--- config.mk ---
export PLATFORM = sky130hd
export DESIGN_NAME = dvi_tx_sequencer
export DESIGN_NICKNAME = d
export VERILOG_FILES = /design/src/rtl/dvi_tx_sequencer_pkg.sv /design/src/rtl/dvi_tx_sequencer_sync_debounce.sv /design/src/rtl/dvi_tx_sequencer.sv
export SDC_FILE = /design/constraint.sdc
export NUM_CORES = 1
export LEC_CHECK = 0
export BUFFER_PORTS_ARGS = -buffer_cell sky130_fd_sc_hd__buf_2
export CELL_PAD_IN_SITES_DETAIL_PLACEMENT = 0
export CELL_PAD_IN_SITES_GLOBAL_PLACEMENT = 1
export CORE_AREA = 2 2 43 45
export CTS_CLUSTER_SIZE = 10
export DETAILED_ROUTE_END_ITERATION = 8
export DIE_AREA = 0 0 45 47
export PLACE_DENSITY_LB_ADDON = 0.15
export SLEW_MARGIN = 25
export SYNTH_ARGS = -nofsm -noshare
export SYNTH_HDL_FRONTEND = slang
export SYNTH_SLANG_ARGS = --single-unit
--- constraint.sdc ---
create_clock -name i_clk -period 1.2 [get_ports i_clk]
set_input_delay 0 -clock i_clk [delete_from_list [all_inputs] [get_ports i_clk]]
set_output_delay 0 -clock i_clk [all_outputs]
set_load 0.005 [all_outputs]
--- src/rtl/dvi_tx_sequencer_pkg.sv ---
// Shared state codes and counter sizing for the DVI transmit sequencer.
package dvi_tx_sequencer_pkg;

   typedef enum logic [2:0] {
      ST_WAIT_LOCK = 3'd0,
      ST_SER_RST   = 3'd1,
      ST_WAIT_HPD  = 3'd2,
      ST_START     = 3'd3,
      ST_BLANK     = 3'd4,
      ST_ACTIVE    = 3'd5
   } state_t;

   function automatic int cnt_w(input int n);
      return (n > 1) ? $clog2(n) : 1;
   endfunction

endpackage

--- src/rtl/dvi_tx_sequencer_sync_debounce.sv ---
// Two-flop synchronizer for hot-plug detect, followed by a stability debounce.
module sync_debounce
   import dvi_tx_sequencer_pkg::*;
#(
   parameter int DEBOUNCE_CYCLES = 742500
) (
   input  logic clk,
   input  logic rst,
   input  logic din,
   output logic dout
);

   localparam int CW = cnt_w(DEBOUNCE_CYCLES);
   localparam logic [CW-1:0] CNT_LAST = CW'(DEBOUNCE_CYCLES - 1);

   logic          meta;
   logic          sync;
   logic [CW-1:0] cnt;

   // dout only follows sync after it has disagreed for a full run of cycles
   always_ff @(posedge clk) begin
      if (rst) begin
         meta <= 1'b0;
         sync <= 1'b0;
         cnt  <= '0;
         dout <= 1'b0;
      end else begin
         meta <= din;
         sync <= meta;
         if (sync == dout) begin
            cnt <= '0;
         end else if (cnt == CNT_LAST) begin
            dout <= sync;
            cnt  <= '0;
         end else begin
            cnt <= cnt + CW'(1);
         end
      end
   end

endmodule

--- src/rtl/dvi_tx_sequencer.sv ---
// Power-up / hot-plug sequencer for the DVI transmit path (pixel clock domain).
// Define DVI_SEQ_HPD_EN to build the hot-plug synchronizer and debounce.
module dvi_tx_sequencer
   import dvi_tx_sequencer_pkg::*;
#(
   parameter int SER_RST_CYCLES  = 16,
   parameter int DEBOUNCE_CYCLES = 742500,
   parameter int BLANK_FRAMES    = 2
) (
   input  logic       i_clk,
   input  logic       i_rst,
   input  logic       i_clk_lock,
   input  logic       i_hpd,
   input  logic       i_frame,
   output logic       o_timing_rst,
   output logic       o_dvi_rst,
   output logic       o_blank,
   output logic       o_active,
   output logic [2:0] o_state
);

   localparam int SW = cnt_w(SER_RST_CYCLES);
   localparam int FW = cnt_w(BLANK_FRAMES);
   localparam logic [SW-1:0] SER_LAST = SW'(SER_RST_CYCLES - 1);
   localparam logic [FW-1:0] FRM_LAST =
      FW'((BLANK_FRAMES > 0) ? BLANK_FRAMES - 1 : 0);

   state_t        state, state_n;
   logic [SW-1:0] ser_cnt, ser_n;
   logic [FW-1:0] frm_cnt, frm_n;
   logic          lock_m, lock_s;
   logic          hpd_db;

   always_ff @(posedge i_clk) begin
      if (i_rst) begin
         lock_m <= 1'b0;
         lock_s <= 1'b0;
      end else begin
         lock_m <= i_clk_lock;
         lock_s <= lock_m;
      end
   end

`ifdef DVI_SEQ_HPD_EN
   sync_debounce #(
      .DEBOUNCE_CYCLES(DEBOUNCE_CYCLES)
   ) u_hpd (
      .clk (i_clk),
      .rst (i_rst),
      .din (i_hpd),
      .dout(hpd_db)
   );
`else
   logic unused_hpd;
   assign unused_hpd = i_hpd;
   assign hpd_db     = 1'b1;
`endif

   always_ff @(posedge i_clk) begin
      if (i_rst) begin
         state   <= ST_WAIT_LOCK;
         ser_cnt <= '0;
         frm_cnt <= '0;
      end else begin
         state   <= state_n;
         ser_cnt <= ser_n;
         frm_cnt <= frm_n;
      end
   end

   // Lock loss outranks every other event, including HPD loss and frames
   always_comb begin
      state_n = state;
      ser_n   = ser_cnt;
      frm_n   = frm_cnt;
      if (state != ST_WAIT_LOCK && !lock_s) begin
         state_n = ST_WAIT_LOCK;
         ser_n   = '0;
         frm_n   = '0;
      end else begin
         case (state)
            ST_WAIT_LOCK: begin
               if (lock_s) begin
                  state_n = ST_SER_RST;
                  ser_n   = '0;
               end
            end
            ST_SER_RST: begin
               if (ser_cnt == SER_LAST) begin
                  state_n = ST_WAIT_HPD;
                  ser_n   = '0;
               end else begin
                  ser_n = ser_cnt + SW'(1);
               end
            end
            ST_WAIT_HPD: begin
               if (hpd_db) state_n = ST_START;
            end
            ST_START: begin
               if (!hpd_db) begin
                  state_n = ST_WAIT_HPD;
                  frm_n   = '0;
               end else if (i_frame) begin
                  state_n = (BLANK_FRAMES == 0) ? ST_ACTIVE : ST_BLANK;
                  frm_n   = '0;
               end
            end
            ST_BLANK: begin
               if (!hpd_db) begin
                  state_n = ST_WAIT_HPD;
                  frm_n   = '0;
               end else if (i_frame) begin
                  if (frm_cnt == FRM_LAST) state_n = ST_ACTIVE;
                  else frm_n = frm_cnt + FW'(1);
               end
            end
            ST_ACTIVE: begin
               if (!hpd_db) begin
                  state_n = ST_WAIT_HPD;
                  frm_n   = '0;
               end
            end
            default: begin
               state_n = ST_WAIT_LOCK;
               ser_n   = '0;
               frm_n   = '0;
            end
         endcase
      end
   end

   always_comb begin
      o_timing_rst = 1'b1;
      o_dvi_rst    = 1'b1;
      o_blank      = 1'b1;
      o_active     = 1'b0;
      unique case (state)
         ST_WAIT_LOCK,
         ST_SER_RST: ;
         ST_WAIT_HPD: o_dvi_rst = 1'b0;
         ST_START,
         ST_BLANK: begin
            o_timing_rst = 1'b0;
            o_dvi_rst    = 1'b0;
         end
         ST_ACTIVE: begin
            o_timing_rst = 1'b0;
            o_dvi_rst    = 1'b0;
            o_blank      = 1'b0;
            o_active     = 1'b1;
         end
         default: ;
      endcase
   end

   assign o_state = state;

endmodule

==> results of run 1 <==
[report_power, final]
group / total [uW] / internal (uW) / switching [uW]
Clock: 298 / 184 / 114
Sequential: 343 / 339 / 4.50
Combinational: 76.6 / 41.1 / 35.5
[cell usage after synthesis, drive strengths merged]
| master | count | area [sq um] |
|---|---|---|
| a31oi | 4 | 25.0 |
| or3 | 1 | 6.26 |
| nand2 | 7 | 26.3 |
| buf | 3 | 15.0 |
| nor3 | 2 | 10.0 |
| nand3 | 3 | 15.0 |
| a22oi | 2 | 15.0 |
| and2 | 1 | 6.26 |
| nor2 | 6 | 22.5 |
| ha | 1 | 12.5 |
| o21bai | 2 | 15.0 |
| inv | 3 | 11.3 |
| nor3b | 1 | 12.5 |
| or3b | 1 | 8.76 |
| o21ai | 3 | 15.0 |
| o21a | 1 | 7.51 |
| dfxtp | 10 | 200 |
| a21oi | 3 | 15.0 |
| nand3b | 2 | 15.0 |
| nor2b | 5 | 31.3 |
| mux2i | 1 | 10.0 |
| o211ai | 1 | 7.51 |
[final cells by class]
cell class,count,area [sq um],area share
clock buffer,4,36.3,0.0453
inverter,3,11.3,0.0141
multi-input combinational,47,323,0.403
sequential,10,206,0.258
tap,17,21.3,0.0266
timing repair buffer,28,203,0.253
[registers in the layout, summed over array words and instances (netlist names)]
register	flops
ser_cnt	4
o_state	3
frm_cnt	1
lock_m	1
lock_s	1
[metal layers]
metal | global-route usage | routed length (microns)
met1 | 0.161 | 600
met2 | 0.240 | 584
met3 | 0.0269 | 33
met4 | 0.106 | 19
met5 | 0 | 0
[how the worst max path moves through the flow]
stage,cells past startpoint,start,end
2_1_floorplan,3,o_state[0],ser_cnt[3]
3_3_place_gp,3,o_state[0],ser_cnt[3]
3_5_place_dp,3,o_state[0],ser_cnt[3]
4_1_cts,6,o_state[1],o_active
5_1_grt,6,o_state[1],o_active
6_report,3,o_state[0],ser_cnt[3]
[stage by stage]
stage / util / setup WS [ns] / power (uW) / instances
floorplan: - / 0.00326 / 379 / 63
global placement: 0.376 / -0.0523 / 403 / 95
finish: 0.485 / -0.00970 / 718 / 109
detailed placement: 0.376 / -0.0305 / 402 / 95
global route: 0.485 / -0.0902 / 764 / 109
CTS: 0.461 / -0.00999 / 724 / 108
[repair_timing]
| action | in CTS | in global routing |
|---|---|---|
| hold buffers | 2 | 0 |
| endpoints found under the setup margin | 10 | 8 |
| cloned | 1 | 0 |
| setup buffers | 6 | 2 |
| hold endpoints to repair | 2 | 0 |
| resized for setup | 11 | 10 |
| pin swaps | 2 | 9 |
[worst min-delay path: stages]
cell and delay, ns:
buf_2 0.12, a31oi_1 0.09, nor2_1 0.07
[kinds of logic (layout without fill, tap and decap cells)]
kind of cell / after synthesis / after routing / share of synthesized area
AOI/OAI and AO/OA: 16 / 16 / 0.199
adders and majority gates: 1 / 1 / 0.0249
buffers and inverters: 6 / 35 / 0.0522
DFF: 10 / 10 / 0.398
muxes: 1 / 1 / 0.0199
and+or+nand+nor: 29 / 29 / 0.306
==> results.toml, run 1 <==
[critical_path]
crit_required_ns = 1.39
endpoint_kind = "register"
critPathSlowestCell = "or3b_1"
reg2reg_depth = 3
cp-start-kind = "register"
crit_type = "reg2reg"
cp_top_family = "simple AND/OR/NAND/NOR gates"
critical_path_arrival_ns = 1.40
timing.rr.end = "ser_cnt[3]"
rrSetupSlack_ns = -0.01
cp_cell_sequence = "or3b_1 > or3_1 > a31oi_1"
reg2reg_from = "o_state[0]"
cp_slowest_stage_delay_ns = 0.36
crit_fanout = 3
crit_buf_inv = 0

[timing]
post-route-period-util = 1.01
grt_setup_unrepaired = "true"
slew_viol_final = 0
tns_ns = -0.0193
hold_slack_ns = 0.0592
hold_viol_final = 0
worst-slew-pin-transition_ns = 0.347
setup_viol = 2
relSlewSlack = 0.769
skew_ns = 0.000463
max_freq_mhz = 827
timing.final.crit_period_ns = 1.21
worst_slack_ns = -0.00970

[placed_design]
placed_cell_area_sq_um = 621
io_buffer_count = 10
hpwl_microns = 803
gp_congestion = 0.713

[route]
via_per_inst = 4.90
drcViolationCount = 0
via_count = 534
first_pass_iters = 4
final_antenna_net_count = 0
drt-total-wl_mm = 1.24
drt_iter0_markers = 10
avgRoutedWirePerCell_microns = 11.4

[floorplan]
ios = 12
die_width_microns = 45
start_util = 0.305
core_area_sq_mm = 0.00165
dieArea_sq_mm = 0.00212
die_h_microns = 47
placementRows = 15

[power]
peakVddDrop_mv = 0.551
leakage_uw = 0.000343
power.density_mw_per_mm2 = 896

[global_route]
grt_overflow = 0
grt_max_degree = 10
antenna_found_initial = 0
track_usage = 0.143
grt_pass1_vias = 504
grt_pass1_wl_mm = 2.11

[min_path]
hold_depth = 3
hold_end = "o_state[2]"
hold_class = "in2reg"
hold_start = "i_frame"

[synthesis]
syn_area_per_cell_sq_um = 7.98
synth_cell_types = 23
ys_seq_area_frac = 0.398
synthCells = 63
ys_warn_count = 0
synth-seq-cells = 10
syn_area_sq_um = 503
syn_nets = 69

[cts]
numCtsBuffers = 3
insertion_delay_ns = 0.26
clk_path_buf_depth = 2
cts_max_level = 1
clock_sinks = 10
clock-root-buffer = "clkbuf_4"
clk_pin_slew_ns = 0.07
cts_tree = "done"

[flow_run]
cap_violations = 0

[layout]
drive_gt1_frac = 0.489
diodes = 0
mostFrequentLayoutCells = "buf_2, buf_4, nand2_1"
synthToLayoutAreaGrowth_pct = 59.2
fill_cells = 176
nets = 99
post-route-cell-area_sq_um = 801

[status]
status = "finished with violations"
violations = "setup timing"
No activity file was read; power rests on OpenSTA's default activity.
==> inputs of run 2 (changes only) <==
--- a/config.mk
+++ b/config.mk
@@ -5,13 +5,14 @@
 export SDC_FILE = /design/constraint.sdc
 export NUM_CORES = 1
 export LEC_CHECK = 0
+export ABC_AREA = 1
 export BUFFER_PORTS_ARGS = -buffer_cell sky130_fd_sc_hd__buf_2
 export CELL_PAD_IN_SITES_DETAIL_PLACEMENT = 0
 export CELL_PAD_IN_SITES_GLOBAL_PLACEMENT = 1
-export CORE_AREA = 2 2 43 45
+export CORE_AREA = 2 2 47 49
 export CTS_CLUSTER_SIZE = 10
 export DETAILED_ROUTE_END_ITERATION = 8
-export DIE_AREA = 0 0 45 47
+export DIE_AREA = 0 0 49 51
 export PLACE_DENSITY_LB_ADDON = 0.15
 export SLEW_MARGIN = 25
 export SYNTH_ARGS = -nofsm -noshare
==> run 2 against run 1 <==
The flow now finishes without violations. Flip-flop and latch count unchanged. Synthesized area increased by 20%. Clock skew increased by 0.0020 ns. Clock-buffer cell count unchanged. Setup slack improved by 0.027 ns. Routed wire length increased by 30%. Combinational power increased to 21 times the previous value. Global-route usage increased by 0.52 points. Register-to-register slack improved by 0.03 ns. Sequential share of layout area decreased by 3.8 points. Core utilization decreased by 1.4 points.
==> results.toml, run 2 <==
[layout]
post-route-cell-area_sq_um = 972
diodes = 0
synthToLayoutAreaGrowth_pct = 61.5
mostFrequentLayoutCells = "buf_4, inv_1, nand2_1, buf_2, nor2_1"
drive_gt1_frac = 0.533
nets = 127
final_common_cell = "buf_4"
largest_register_ffs = 4
top_register = "ser_cnt"
utilization = 0.471
finalNonFillerCells = 148

[critical_path]
cp-start-kind = "register"
crit_type = "reg2reg"
crit_fanout = 5
reg2reg_depth = 8
endpoint_kind = "register"
critical_path_arrival_ns = 1.36
crit_required_ns = 1.37

[placed_design]
placed_cells = 140
hpwl_mm = 1.20
gp_congestion = 0.895
placed_cell_area_sq_um = 788
io_buffer_count = 10

[synthesis]
yosys_most_used_dff = "dfxtp_1"
synth-seq-cells = 10
synth_edf_count = 0
synth_cell_types = 23
syn_nets = 94
yosysTopAreaCellShare = 0.333
syn_area_sq_um = 602
synth_common_cells = "nand2_1, inv_1, dfxtp_1, nand3_1, nor2_1"
synthTopCellsByArea = "dfxtp_1, nand2_1, nand3_1"
ys_seq_area_frac = 0.333
post-synth-top-count-cell = "nand2_1"
synthCells = 88
async_flop_share = 0
syn_area_per_cell_sq_um = 6.84
ys_warn_count = 0
synth_area_leader_cell = "dfxtp_1"

[cts]
numCtsBuffers = 3
clock-root-buffer = "clkbuf_4"
clk_pin_slew_ns = 0.07
cts_max_level = 1
cts_tree = "done"
clock_sinks = 10
insertion_delay_ns = 0.27
clk_path_buf_depth = 2

[global_route]
grt_max_degree = 8
antenna_found_initial = 0
grt_overflow = 0
track_usage = 0.148
grt_pass1_wl_mm = 2.72
grt_pass1_vias = 672

[power]
peakVddDrop_mv = 1.35
power.density_mw_per_mm2 = 2560
leakage_uw = 0.000478

[route]
final_antenna_net_count = 0
via_count = 666
drt_iter0_markers = 5
via_per_inst = 4.50
drcViolationCount = 0
drt-total-wl_mm = 1.61
avgRoutedWirePerCell_microns = 10.8
first_pass_iters = 3

[min_path]
hold_depth = 3
hold_class = "in2reg"

[floorplan]
core_area_sq_mm = 0.00206
ios = 12
placementRows = 17
dieArea_sq_mm = 0.00250
die_h_microns = 51
die_width_microns = 49
start_util = 0.292

[timing]
post-route-period-util = 0.985
setup_viol = 0
hold_viol_final = 0
tns_ns = 0
max_freq_mhz = 846
skew_ns = 0.00249
grt_setup_unrepaired = "true"
worst-slew-pin-transition_ns = 0.169
timing.final.crit_period_ns = 1.18
slew_viol_final = 0
relSlewSlack = 0.886

[status]
status = "finished clean"

[flow_run]
cap_violations = 0
run 2: cell types whose count changed in the layout (fill, tap and decap cells not counted), moves of 4 or more:
cell     previous run  this run
nand3_1             3         7
a31oi_1             4         0
nand2_2             1         5
nand2_1             6        12
nand3_2             0         6
inv_1               3        12
run 2: area by class of cell:
type / instances / area [sq um]
clock buffer: 4 / 36.3
tap: 28 / 35.0
fill: 231 / 1090
multi-input combinational: 61 / 412
inverter: 16 / 62.6
timing repair buffer: 29 / 213
sequential: 10 / 214
run 2: where the power goes:
part           switching, uW  leakage [uW]  total, uW  internal [uW]
Combinational            848      0.000372       1600            751
Clock                    134     0.0000210        319            185
Sequential               140     0.0000846        571            432
run 2: cell families (layout without fill, tap and decap cells):
group                      Yosys count  after routing  synth area share
adders and majority gates            1              1            0.0208
buffers and inverters               17             49             0.123
DFF                                 10             10             0.333
AOI/OAI and AO/OA                   11             11             0.123
and+or+nand+nor                     49             49             0.401
run 2: stage by stage:
step / hold WS, ns / setup slack, ns / power [uW]
4_1_cts: 0.00153 / 0.000231 / 2310
3_5_place_dp: 0.205 / -0.0298 / 1830
5_1_grt: 0.0164 / -0.0511 / 2700
3_3_place_gp: 0.200 / -0.0590 / 1850
2_1_floorplan: 0.0712 / 0.0272 / 1320
6_report: 0.00598 / 0.0176 / 2490
run 2: worst max-delay path: stages, from the launching register on:
cell	delay, ns
dfxtp_4	0.41
buf_6	0.12
nand2_4	0.04
buf_4	0.12
buf_4	0.13
nand2_2	0.04
nand4_1	0.09
nand2_1	0.08
nor2_1	0.04
run 2: routing by layer:
metal  track usage  wire [microns]  vias up
met5             0               0        -
met4         0.133              87        0
met3        0.0380              46        9
met2         0.253             798       14
met1         0.149             674      295
li1              -               -      348
run 2: worst paths after layout:
kind	start	to	slack, ns
hold reg to reg	lock_m	lock_s	0.41
setup reg to reg	o_state[1]	o_state[0]	0.02
hold / removal	i_frame	frm_cnt	0.006
setup / recovery	o_state[1]	o_state[0]	0.02
run 2: what timing repair did:
action	CTS	global route
endpoints found under the setup margin	6	9
pin swaps	2	10
hold buffers	2	0
buffers inserted	3	0
resized for setup	15	16
hold endpoints to repair	2	0
